### src/rtl/laser_cover_eval.sv
// Coverage evaluator downstream of laser placement: snoops a 40-point frame, then
// recounts how many points fall inside the union of the two chosen circles.
module laser_cover_eval #(
    parameter int NPTS      = 40,
    parameter int RADIUS_SQ = 16,
    parameter int CW        = 6
) (
    input  logic          CLK,
    input  logic          RST,
    input  logic          IN_VALID,
    input  logic [3:0]    X,
    input  logic [3:0]    Y,
    input  logic          DONE,
    input  logic [3:0]    C1X,
    input  logic [3:0]    C1Y,
    input  logic [3:0]    C2X,
    input  logic [3:0]    C2Y,
    input  logic          OUT_READY,
    output logic [CW-1:0] COUNT,
    output logic          COUNT_VALID,
    output logic          BUSY
);
    // state     | meaning
    // COLLECT   | storing incoming points until the frame is full
    // WAIT_DONE | frame stored, waiting for placement result
    // EVAL      | one stored point checked per cycle
    // HOLD      | COUNT presented, waiting for OUT_READY
    typedef enum logic [1:0] {
        S_COLLECT   = 2'd0,
        S_WAIT_DONE = 2'd1,
        S_EVAL      = 2'd2,
        S_HOLD      = 2'd3
    } state_t;

    localparam int              PW   = $clog2(NPTS);
    localparam logic [PW-1:0]   LAST = PW'(NPTS - 1);

    state_t          state, state_nx;
    logic [3:0]      pt_x [NPTS];
    logic [3:0]      pt_y [NPTS];
    logic [PW-1:0]   wr_ptr, idx;
    logic [3:0]      c1x_q, c1y_q, c2x_q, c2y_q;
    logic [CW-1:0]   acc, count_q;
    logic            covered;

    function automatic logic [3:0] abs_diff(input logic [3:0] a, input logic [3:0] b);
        return (a >= b) ? (a - b) : (b - a);
    endfunction

    function automatic logic [8:0] dist_sq(input logic [3:0] px, input logic [3:0] py,
                                           input logic [3:0] cx, input logic [3:0] cy);
        logic [8:0] dx, dy;
        dx = {5'd0, abs_diff(px, cx)};
        dy = {5'd0, abs_diff(py, cy)};
        return dx * dx + dy * dy;
    endfunction

    // A point inside both circles still contributes a single count.
    assign covered = (dist_sq(pt_x[idx], pt_y[idx], c1x_q, c1y_q) <= 9'(RADIUS_SQ)) ||
                     (dist_sq(pt_x[idx], pt_y[idx], c2x_q, c2y_q) <= 9'(RADIUS_SQ));

    always_ff @(posedge CLK or posedge RST) begin
        if (RST) state <= S_COLLECT;
        else     state <= state_nx;
    end

    always_comb begin
        state_nx = state;
        case (state)
            S_COLLECT:   if (IN_VALID && wr_ptr == LAST) state_nx = S_WAIT_DONE;
            S_WAIT_DONE: if (DONE)                       state_nx = S_EVAL;
            S_EVAL:      if (idx == LAST)                state_nx = S_HOLD;
            S_HOLD:      if (OUT_READY)                  state_nx = S_COLLECT;
            default:                                     state_nx = S_COLLECT;
        endcase
    end

    always_comb begin
        BUSY        = (state == S_EVAL);
        COUNT_VALID = (state == S_HOLD);
        COUNT       = count_q;
    end

    // Point storage survives reset; only the write pointer is cleared.
    always_ff @(posedge CLK) begin
        if (state == S_COLLECT && IN_VALID) begin
            pt_x[wr_ptr] <= X;
            pt_y[wr_ptr] <= Y;
        end
    end

    always_ff @(posedge CLK or posedge RST) begin
        if (RST) begin
            wr_ptr  <= '0;
            idx     <= '0;
            acc     <= '0;
            count_q <= '0;
            c1x_q   <= '0;
            c1y_q   <= '0;
            c2x_q   <= '0;
            c2y_q   <= '0;
        end else begin
            case (state)
                S_COLLECT: begin
                    if (IN_VALID) wr_ptr <= wr_ptr + PW'(1);
                end
                S_WAIT_DONE: begin
                    if (DONE) begin
                        c1x_q <= C1X;
                        c1y_q <= C1Y;
                        c2x_q <= C2X;
                        c2y_q <= C2Y;
                        idx   <= '0;
                        acc   <= '0;
                    end
                end
                S_EVAL: begin
                    acc <= acc + CW'(covered);
                    idx <= idx + PW'(1);
                    if (idx == LAST) count_q <= acc + CW'(covered);
                end
                S_HOLD: begin
                    if (OUT_READY) wr_ptr <= '0;
                end
                default: ;
            endcase
        end
    end
endmodule

### config.mk
export PLATFORM = sky130hd
export DESIGN_NAME = laser_cover_eval
export DESIGN_NICKNAME = d
export VERILOG_FILES = /design/src/rtl/laser_cover_eval.sv
export SDC_FILE = /design/constraint.sdc
export NUM_CORES = 1
export LEC_CHECK = 0
export ABC_AREA = 1
export BUFFER_PORTS_ARGS = -buffer_cell sky130_fd_sc_hd__buf_2
export CORE_UTILIZATION = 45
export CTS_CLUSTER_DIAMETER = 40
export DETAILED_ROUTE_END_ITERATION = 8
export GPL_TIMING_DRIVEN = 1
export PLACE_DENSITY = 0.7
export SYNTH_ARGS = -nofsm -noshare
export SYNTH_HDL_FRONTEND = slang
export SYNTH_SLANG_ARGS = --single-unit
export TNS_END_PERCENT = 10
### constraint.sdc
create_clock -name CLK -period 12.62 [get_ports CLK]
set_input_delay 1.262 -clock CLK [delete_from_list [all_inputs] [get_ports CLK]]
set_output_delay 1.262 -clock CLK [all_outputs]
set_load 0.03 [all_outputs]
### After elaboration in Yosys (flattened, before gate mapping)

Memory sizes are Yosys's and may differ from the RTL's.
Index checks and enable logic that the tools add are counted.
Widths: inputs -> output; s select.

| operators by class | value |
|---|---|
| add/subtract/negate cells | 13 |
| multiply operators | 4 |
| divide/modulo/power cells | 0 |
| order comparisons | 6 |
| equal/unequal tests | 10 |
| shift operators | 0 |
| muxes and demuxes | 17 |
| bitwise operators | 0 |
| reductions and logical operators | 11 |

Operators with widths:

| cell | number |
|---|---|
| $pmux 6 s2 | 3 |
| $mul 4x4->8 | 4 |
| $sub 4x4->4 | 8 |
| $add 8x8->9 | 2 |
| $le 9x5->1 const B | 2 |
| $mux 6 | 3 |
| $ge 4x4->1 | 4 |
| $mux 4 | 4 |
| $add 6x1->6 const B | 2 |
| $eq 6x6->1 const B | 2 |
| $mux 2 | 4 |
| $ne 2x2->1 const B | 4 |
| $pmux 2 s4 | 1 |
| $add 6x1->6 | 1 |
| $reduce_and 2->1 | 3 |
| $eq 2x2->1 const B | 2 |
| $reduce_and 4->1 | 1 |
| $reduce_bool 2->1 | 2 |
| $reduce_and 3->1 | 1 |
| $eq 2x1->1 const B | 1 |
| $logic_and 1x1->1 | 2 |
| $logic_not 2->1 | 1 |
| $mux 1 | 2 |
| $ne 2x1->1 const B | 1 |
| $logic_or 1x1->1 | 1 |

| word-level totals | value |
|---|---|
| bits in registers | 42 |
| latch bits | 0 |
| bits in writable memories | 320 |
| memory bits (read-only) | 0 |
| output and inout bits | 8 |
| memories | 2 |

Memories:

| name | words | bits a word | rd ports | clocked after Yosys merged registers in | wr ports | RTL line | source |
|---|---|---|---|---|---|---|---|
| pt_x | 40 | 4 | 1 | 0 | 1 | 39 | `logic [3:0] pt_x [NPTS];` |
| pt_y | 40 | 4 | 1 | 0 | 1 | 40 | `logic [3:0] pt_y [NPTS];` |

### Depth between registers and ports, before layout

Gate-level depths: netlist of run 1.
An unclocked memory read counts as a cell.

| depth | value |
|---|---|
| depth in word-level cells | 9 |
| gate-level depth with buffers | 44 |
| depth with buffers taken out | 43 |

### Worst setup path after synthesis of run 1

OpenSTA, ideal clock, no wires.

| timing | value |
|---|---|
| path kind | reg2reg |
| start point | reg idx[0] |
| end point | reg count_q[5] (netlist: COUNT[5]) |
| library setup time | 0.125 ns |
| arrival | 6.558 ns |
| required time | 12.495 ns |
| path slack | 5.938 ns |
| cell stages (with the launch flop) | 39 |
| clock period less this slack | 6.682 ns |
| cell sequence | dfrtp_1 buf_4 buf_4 or2_2 nand3_1 o31ai_1 nand2_1 nand2_1 nand2_1 nand2_1 fa_1 nand2_1 inv_1 nor2_1 nand2_1 a21oi_2 inv_1 nand2_1 [3 not listed] fa_1 fa_1 fa_1 inv_1 fa_1 ha_1 inv_1 fa_1 xor2_1 o21ai_0 nor2_1 o211ai_1 nand2_1 ha_1 nand3_1 nor3_1 xor2_1 mux2_2 |

| on the way | value |
|---|---|
| longest elaborated chain between the ends | 8 |
| elaborated cells on any way between the ends | 30 |
| those cells by class | 11 x add/sub; 4 x mul; 6 x order compare; 1 x eq/ne; 4 x mux; 2 x reduce/logical; 2 x memory |

Ends and longest elaborated chain:

| element | RTL line | source |
|---|---|---|
| from (decl) | 41 | `logic [PW-1:0] wr_ptr, idx;` |
| from (signal assigned) | 119 | `idx <= idx + PW'(1);` |
| $mem_v2 40x4, on equally long branches | - |  |
| $sub 4x4->4 / $ge 4x4->1 (equally long branches) | 47 | `return (a >= b) ? (a - b) : (b - a);` |
| $mux 4 | 47 |  |
| $mul 4x4->8 | 55 | `return dx * dx + dy * dy;` |
| $add 8x8->9 | 55 |  |
| $le 9x5->1, on equally long branches | 59, 60 |  |
| $logic_or 1x1->1 | 59 | `assign covered = (dist_sq(pt_x[idx], pt_y[idx], c1x_q, c1y_q) <= 9'(RADIUS_SQ)) \|\|` |
| $add 6x1->6 | 120 | `if (idx == LAST) count_q <= acc + CW'(covered);` |
| to (signal assigned) | 120 |  |
| to (decl) | 43 | `logic [CW-1:0] acc, count_q;` |

Parallel ways exist; a longest one is shown, timed or not.
A chain may end at the register's enable or synchronous reset.

### Final worst setup path of run 1

Ends and elaborated chain as after synthesis.

==> run_results.csv, run 1 <==
group,metric,value,unit
status,status,"complete, no violations",
critical_path,cp_data_required_time,13.05,ns
sta,hold_viol_final,0,
die,io_pins,37,
routing,drtIter0Drc,1075,
synthesis,netlist_area,17600,µm²
synthesis,synth_edf_count,320,
sta,fin_crit_sh,0.686,
synthesis,yosysWarnings,0,
synthesis,synth_cell_types,43,
critical_path,startpoint,"idx[0]$_DFFE_PP0P_",
die,row_count,72,
sta,grt_setup_unrepaired,"false",
layout,final_cell_mix,"510 x nand2_1, 320 x edfxtp_1, 192 x nand3_1, 133 x nor2_1, 119 x inv_1",
routing,wl,41500,µm
global_route,grt-ovfl-total,0,
sta,slew_violations,0,
placed_design,dpl.hpwl,25900,µm
layout,num_antenna_cells,0,
critical_path,critPathCaptureType,"flip-flop",
clock_tree,cts_buffers,47,
critical_path,critical_path_class,"flip-flop to flip-flop",
die,core,38600,µm²
critical_path,crit_top_cell,"nand2_1",
routing,ant_nets,0,
clock_tree,clk_pin_slew,0.05,ns
layout,fin_util,0.512,
clock_tree,cts_htree_levels,2,
global_route,grt_max_degree,101,
routing,avgRoutedWirePerCell,18.3,µm
global_route,grt_usage,0.216,
synthesis,synth_cells,1693,
clock_tree,ctsResizeCount,0,
sta,finalSetupTns,0,ns
layout,drive_above_1_share,0.0818,
clock_tree,clock-sinks,362,
sta,worstMarginPinSlew,1.11,ns
sta,setup_viol,0,
clock_tree,postCtsSetupRepairBufs,0,
sta,fmax,0.115,GHz
clock_tree,root_buffer,"clkbuf_16",
layout,final_cells,2267,
sta,slew_headroom,0.260,
routing,viasPerCell,5.42,
clock_tree,cts_tree,"yes",
routing,dr.pass1.iters,5,
global_route,grt_first_pass_wirelength,65300,µm
synthesis,syn_nets,1822,
routing,via_count,12300,
placed_design,gp_congestion,0.863,
layout,layout_commonest_cell,"nand2_1",
sta,finClkSkew,0.0362,ns
global_route,grt_pass1_vias,12100,
clock_tree,cts_buffer_depth,3,
critical_path,slowest_delay,0.74,ns
critical_path,start_kind,"flip-flop",
synthesis,synthArstFlopShare,0.116,
die,start_util,0.456,
placed_design,io_buffers,36,
synthesis,yosys_register_bits,362,
min_path,worstHoldStart,"COUNT[2]$_DFFE_PP0P_",
critical_path,crit_fanout,67,
die,die_area,39800,µm²
sta,min_period,8.66,ns
clock_tree,cts_hold_buffers,0,
synthesis,ys.flop_type,"edfxtp_1",
die,die_w,200,µm
critical_path,crit_slowest_cell,"dfrtp_4",
placed_design,dp.cells,2184,
clock_tree,clkLatencyLatePin,0.58,ns
layout,finalNetCount,1844,
layout,area_growth,12.4,%
routing,drc,0,
global_route,antenna_found_initial,1,
synthesis,avgSynthCellArea,10.4,µm²
die,die_h,200,µm
min_path,hold_class,"flip-flop to flip-flop",
critical_path,reg2reg_from,"idx[0]$_DFFE_PP0P_",
critical_path,cp.arrival,9.09,ns
flow_run,cap_violations,0,
synthesis,yosysSeqAreaShare,0.607,
==> cells by family after synthesis <==
kind of cell	Yosys count	share of synthesized area
flip-flops	362	0.607
AND/OR/NAND/NOR	862	0.202
AO/OA/AOI/OAI	154	0.0498
buffers and inverters	194	0.0464
XOR/XNOR	18	0.00897
multiplexers	3	0.00192
adder cells (fa/ha/maj)	100	0.0840
==> cell usage after synthesis (6+ instances only) <==
cell / number / area share
xor2_1: 13 / 0.0065
edfxtp_1: 320 / 0.55
inv_1: 120 / 0.026
or2_2: 8 / 0.0028
buf_2: 36 / 0.010
ha_1: 70 / 0.050
clkbuf_1: 21 / 0.0045
nand2_1: 510 / 0.11
nor2_1: 133 / 0.028
o21ai_0: 65 / 0.019
nor3_1: 6 / 0.0017
nand3_1: 192 / 0.055
a21oi_1: 46 / 0.013
dfrtp_1: 42 / 0.060
fa_1: 30 / 0.034
o22ai_1: 8 / 0.0028
==> flip-flops by register name, summed over array words and instances, names as in the netlist <==
name / count
c2x_q: 4
wr_ptr: 6
state: 2
c2y_q: 4
idx: 6
COUNT: 6
pt_y: 160
pt_x: 160
c1x_q: 4
c1y_q: 4
acc: 6
==> cell type report <==
type / count / area (µm²)
Sequential cell: 362 / 10700
Clock buffer: 54 / 1220
Tap cell: 518 / 648
Fill cell: 3393 / 18800
Inverter: 124 / 468
Timing Repair Buffer: 43 / 233
Clock inverter: 29 / 423
Multi-Input combinational cell: 1137 / 6100
==> final timing paths <==
kind / slack (ns) / end / depth (start not counted)
setup / recovery: 3.96 / COUNT[5]$_DFFE_PP0P_ / 34
hold / removal: 0.49 / COUNT[2]$_DFFE_PP0P_ / 1
setup reg to reg: 3.96 / COUNT[5]$_DFFE_PP0P_ / 34
hold reg to reg: 0.49 / COUNT[2]$_DFFE_PP0P_ / 1
max in group asynchronous: 11.01 / idx[0]$_DFFE_PP0P_ / 2
min in group asynchronous: 0.91 / wr_ptr[1]$_DFFE_PP0P_ / 2
==> metal layers <==
metal	GRT usage	share of wire	vias to the layer above
met1	0.285	0.41	5907
met5	0	0	-
met4	0.0848	0.031	0
li1	-	-	5786
met2	0.354	0.48	495
met3	0.0400	0.082	107
==> through the flow <==
step | hold slack [ns] | cell area [µm²] | setup WS [ns]
floorplan | 0.486 | 17600 | 5.94
global placement | 0.475 | 18100 | 4.25
detailed placement | 0.483 | 18100 | 4.07
CTS | 0.497 | 19800 | 4.04
global route | 0.539 | 19800 | 3.38
finish | 0.493 | 19800 | 3.96
==> critical path: cells and delay by family, from the launching register on <==
family	cells	cell delay, ns
AO/OA/AOI/OAI	4	0.90
AND/OR/NAND/NOR	14	1.84
adder cells (fa/ha/maj)	8	3.03
multiplexers	1	0.27
XOR/XNOR	2	0.29
buffers and inverters	5	1.41
flip-flops	1	0.74
Power of run 1 is not shown: default switching activity piles up to over one toggle a cycle in this logic, so the estimate is an artifact.
==> run 2: changes to the inputs <==
Settings changed: PLACE_DENSITY 0.7 to 0.73.
Clock period 12.62 ns to 7.15 ns, I/O delays scaled along.
==> run 2 against run 1 <==
Final area grew 7.8%; via count grew 5.7%; global-route usage grew 0.50 points; sequential share of layout area shrank 3.9 points; die area is the same; sequential cell count is the same.
==> run_results.csv, run 2 (synthesis results as in run 1) <==
group,metric,value,unit
sta,hold_viol_final,0,
routing,via_count,13000,
sta,grt_setup_unrepaired,"true",
sta,setup_viol,0,
flow_run,cap_violations,0,
clock_tree,cts_buffers,43,
layout,reg_top3,"pt_x x160, pt_y x160",
layout,drive_above_1_share,0.193,
clock_tree,clk_pin_slew,0.06,ns
die,die_h,200,µm
critical_path,rr_worst_depth,42,
critical_path,start_kind,"flip-flop",
sta,finalWorstSetupSlack,0.0537,ns
placed_design,gp_congestion,0.911,
critical_path,reg2reg_from,"idx[0]$_DFFE_PP0P_",
global_route,grt_usage,0.221,
critical_path,endpoint,"COUNT[5]$_DFFE_PP0P_",
critical_path,slowest_delay,0.52,ns
sta,slew_headroom,0.334,
routing,wl,45200,µm
sta,finClkSkew,0.0194,ns
clock_tree,clkLatencyLatePin,0.56,ns
layout,layout_commonest_cell,"nand2_1",
critical_path,crit_fanout,7,
sta,fin_crit_sh,0.992,
routing,avgRoutedWirePerCell,19.2,µm
die,io_pins,37,
global_route,antenna_found_initial,0,
sta,slew_violations,0,
sta,fin_hold_ws,0.372,ns
critical_path,path_buf_inv,9,
sta,finalSetupTns,0,ns
status,status,"complete, no violations",
die,die_w,200,µm
clock_tree,root_buffer,"clkbuf_16",
critical_path,crit_family,"adder cells",
routing,dr.pass1.iters,6,
sta,min_period,7.10,ns
routing,drc,0,
die,start_util,0.456,
sta,fmax,0.141,GHz
clock_tree,cts_hold_buffers,0,
critical_path,r2r-end,"COUNT[5]$_DFFE_PP0P_",
die,row_count,72,
global_route,grt-ovfl-total,0,
clock_tree,cts_buffer_depth,3,
layout,area_growth,21.2,%
min_path,hold_class,"input port to flip-flop",
clock_tree,clock-sinks,362,
clock_tree,cts_tree,"yes",
layout,finalNetCount,1936,
critical_path,startpoint,"idx[0]$_DFFE_PP0P_",
critical_path,critPathCaptureType,"flip-flop",
critical_path,cp_data_required_time,7.59,ns
clock_tree,cts_htree_levels,2,
global_route,grt_max_degree,43,
global_route,grt_pass1_vias,12800,
layout,final_cell_mix,"475 x nand2_1, 320 x edfxtp_1, 162 x nand3_1, 127 x nor2_1, 106 x inv_1",
global_route,grt_first_pass_wirelength,67400,µm
routing,viasPerCell,5.51,
placed_design,dpl.hpwl,27600,µm
sta,worstMarginPinSlew,0.997,ns
critical_path,cp.arrival,7.53,ns
critical_path,r2r_setup_slack,0.05,ns
die,core,38600,µm²
layout,num_antenna_cells,0,
routing,ant_nets,0,
placed_design,dp_slack,-0.0539,ns
routing,drtIter0Drc,1317,
placed_design,io_buffers,36,
critical_path,crit_slowest_cell,"fa_1",
critical_path,critical_path_class,"flip-flop to flip-flop",
die,die_area,39800,µm²
critical_path,worst-path-stages,42,
==> run 2: cell count changes in the layout (fill, tap and decap cells not counted), sizes merged <==
cell,previous run,this run
bufinv,7,5
inv,132,133
clkinv,10,15
clkbuf,54,52
bufbuf,0,2
buf,43,131
clkinvlp,4,2
==> run 2: per-stage QoR <==
step / cells / util / area (µm²)
6_report: 2357 / 0.552 / 21300
5_1_grt: 2357 / 0.552 / 21300
4_1_cts: 2328 / 0.529 / 20400
3_5_place_dp: 2240 / 0.484 / 18700
3_3_place_gp: 2240 / 0.484 / 18700
2_1_floorplan: 1693 / - / 17600
==> run 2: timing repair <==
| action | 4_1_cts | 5_1_grt |
|---|---|---|
| gates resized for setup | 28 | 153 |
| setup buffers | 8 | 23 |
| endpoints found under the setup margin | 4 | 12 |
| cloned | 3 | 7 |
| pin swaps | 9 | 77 |
==> run 2: metal layers <==
| metal | vias to the layer above | wire (µm) | global-route usage |
|---|---|---|---|
| met1 | 6319 | 17500 | 0.283 |
| met3 | 116 | 3860 | 0.0447 |
| met4 | 0 | 1640 | 0.0834 |
| li1 | 5980 | - | - |
| met5 | - | 0 | 0 |
| met2 | 583 | 22200 | 0.371 |
==> run 2: how the worst min path moves through the flow <==
stage | start | cells past startpoint | end | slack [ns]
finish | C2X[1] | 3 | c2x_q[1]$_DFFE_PP0P_ | 0.37
floorplan | acc[0]$_DFFE_PP0P_ | 1 | acc[0]$_DFFE_PP0P_ | 0.49
global route | C2X[3] | 3 | c2x_q[3]$_DFFE_PP0P_ | 0.41
detailed placement | COUNT[2]$_DFFE_PP0P_ | 1 | COUNT[2]$_DFFE_PP0P_ | 0.49
global placement | COUNT[2]$_DFFE_PP0P_ | 1 | COUNT[2]$_DFFE_PP0P_ | 0.47
CTS | C2X[1] | 3 | c2x_q[1]$_DFFE_PP0P_ | 0.36
==> run 2: worst reg2reg max path: cells and delay by family (launching register included) <==
kind | cells | cell delay, ns
adders and majority gates | 8 | 3.06
DFF | 1 | 0.49
AOI/OAI and AO/OA | 3 | 0.39
buffers and inverters | 9 | 0.80
and+or+nand+nor | 20 | 1.86
xor gates and xnor gates | 1 | 0.12
muxes | 1 | 0.27
==> run 2: final cells by class <==
| type | instances | area (µm²) |
|---|---|---|
| fill | 3183 | 17300 |
| sequential | 362 | 10700 |
| multi-input combinational | 1137 | 6700 |
| timing repair buffer | 138 | 1340 |
| clock buffer | 47 | 1090 |
| tap | 518 | 648 |
| inverter | 124 | 492 |
| clock inverter | 30 | 347 |
| timing repair inverter | 1 | 20.0 |
Power of run 2 is left out for the same reason.
==> run 3: changes to the inputs <==
Settings changed: PLACE_DENSITY 0.73 to unset, PLACE_DENSITY_LB_ADDON set to 0.1, SKIP_CTS_REPAIR_TIMING set to 1, SLEW_MARGIN set to 20.
==> run 3 against run 2 <==
The run now ends with setup timing left; clock-buffer cell count increased by 15; fmax fell by 0.96%; routed wire length fell by 0.37%; global-route usage is 0.82 points higher; core utilization grew 0.96 points; cell count up 2.4%; clock skew grew 0.0025 ns.
==> run_results.csv, run 3 (synthesis results as in run 1) <==
group,metric,value,unit
status,status,"complete, but fails checks",
status,violations,"setup timing",
sta,setup_viol,3,
layout,area_growth,23.3,%
die,start_util,0.456,
critical_path,slowest_delay,0.55,ns
routing,via_count,12500,
routing,drtIter0Drc,704,
critical_path,critPathCaptureType,"flip-flop",
critical_path,start_kind,"flip-flop",
clock_tree,cts_buffers,54,
layout,final_cell_mix,"495 x nand2_1, 320 x edfxtp_1, 165 x nand3_1, 130 x nor2_1, 113 x inv_1",
critical_path,endpoint,"COUNT[3]$_DFFE_PP0P_",
die,row_count,72,
die,core,38600,µm²
layout,drive_above_1_share,0.194,
critical_path,critical_path_class,"flip-flop to flip-flop",
layout,finalNetCount,1979,
sta,fin_hold_ws,0.263,ns
routing,drc,0,
global_route,grt_pass1_vias,12200,
global_route,grt_max_degree,43,
routing,viasPerCell,5.19,
placed_design,gp_congestion,0.847,
global_route,antenna_found_initial,1,
die,die_h,200,µm
layout,num_antenna_cells,0,
sta,min_period,7.17,ns
die,io_pins,37,
clock_tree,cts_htree_levels,2,
clock_tree,cts_buffer_depth,3,
global_route,grt-ovfl-total,0,
sta,fmax,0.140,GHz
min_path,hold_class,"input port to async pin",
sta,grt_setup_unrepaired,"true",
sta,fin_crit_sh,1.00,
clock_tree,root_buffer,"clkbuf_16",
layout,layout_commonest_cell,"nand2_1",
sta,hold_viol_final,0,
sta,finClkSkew,0.0219,ns
critical_path,r2r-end,"COUNT[3]$_DFFE_PP0P_",
global_route,grt_first_pass_wirelength,68600,µm
clock_tree,clkLatencyLatePin,0.61,ns
sta,finalWorstSetupSlack,-0.0154,ns
layout,reg_top3,"pt_x x160, pt_y x160",
sta,slew_violations,0,
placed_design,dpl.hpwl,29800,µm
global_route,grt_usage,0.230,
critical_path,reg2reg_from,"idx[0]$_DFFE_PP0P_",
sta,slew_headroom,0.384,
critical_path,crit_fanout,10,
critical_path,cp.arrival,7.64,ns
placed_design,io_buffers,36,
sta,worstMarginPinSlew,0.925,ns
die,die_area,39800,µm²
flow_run,cap_violations,0,
critical_path,crit_top_cell,"nand2_1",
routing,dr.pass1.iters,5,
routing,ant_nets,0,
clock_tree,clk_pin_slew,0.05,ns
routing,wl,45100,µm
clock_tree,clock-sinks,362,
critical_path,cp_data_required_time,7.63,ns
routing,avgRoutedWirePerCell,18.7,µm
die,die_w,200,µm
critical_path,rr_worst_depth,42,
critical_path,r2r_setup_slack,-0.02,ns
clock_tree,cts_tree,"yes",
critical_path,startpoint,"idx[0]$_DFFE_PP0P_",
critical_path,crit_slowest_cell,"dfrtp_4",
layout,fillers,3371,
[run 3: cell types whose count changed in the layout (fill, tap and decap cells not counted), moves of 4 or more]
cell        before  now
nand2_1        475  495
nand2_2         30   14
ha_4            12    6
bufinv_16        5    9
inv_2           16    8
buf_4           72  112
clkbuf_16       48   58
nand2_4          6    2
clkinvlp_4       2    7
inv_1          106  113
ha_1            53   61
[run 3: routing by layer]
metal | up-vias | global-route usage | share of wire
li1 | 6072 | - | -
met4 | 2 | 0.0732 | 0.024
met5 | - | 0 | 0.00022
met3 | 65 | 0.0386 | 0.056
met2 | 314 | 0.384 | 0.49
met1 | 6084 | 0.304 | 0.43
[run 3: worst min-delay path by stage]
stage	from	end	slack [ns]
final	RST	COUNT[0]$_DFFE_PP0P_	0.26
after global routing	RST	idx[0]$_DFFE_PP0P_	0.32
after CTS	C1Y[2]	c1y_q[2]$_DFFE_PP0P_	0.31
after detailed placement	COUNT[2]$_DFFE_PP0P_	COUNT[2]$_DFFE_PP0P_	0.48
after global placement	COUNT[2]$_DFFE_PP0P_	COUNT[2]$_DFFE_PP0P_	0.48
after floorplan	acc[0]$_DFFE_PP0P_	acc[0]$_DFFE_PP0P_	0.49
[run 3: worst max-delay path, delay by kind of cell (launching register included)]
family	cells	cell delay [ns]
AO/OA/AOI/OAI	6	0.82
XOR/XNOR	2	0.28
adder cells (fa/ha/maj)	9	3.18
buffers and inverters	10	0.86
flip-flops	1	0.55
AND/OR/NAND/NOR	15	1.34
[run 3: layout make-up]
class | instances | area [µm²] | share of cell area
Clock buffer | 62 | 1400 | 0.0647
Clock inverter | 40 | 531 | 0.0245
Timing Repair Buffer | 171 | 1470 | 0.0679
Sequential cell | 362 | 10700 | 0.492
Tap cell | 518 | 648 | 0.0299
Inverter | 124 | 483 | 0.0223
Multi-Input combinational cell | 1137 | 6460 | 0.298
[run 3: through the flow]
| step | worst slack (ns) | cell area, µm² | cells | utilization | setup TNS [ns] |
|---|---|---|---|---|---|
| 2_1_floorplan | 0.468 | 17600 | 1693 | - | 0 |
| 3_3_place_gp | -0.173 | 19200 | 2302 | 0.497 | -0.769 |
| 3_5_place_dp | -0.249 | 19200 | 2302 | 0.497 | -1.38 |
| 4_1_cts | -0.314 | 21100 | 2404 | 0.547 | -1.96 |
| 5_1_grt | -0.316 | 21700 | 2414 | 0.562 | -2.22 |
| 6_report | -0.0154 | 21700 | 2414 | 0.562 | -0.0301 |
Power of run 3 is left out for the same reason.
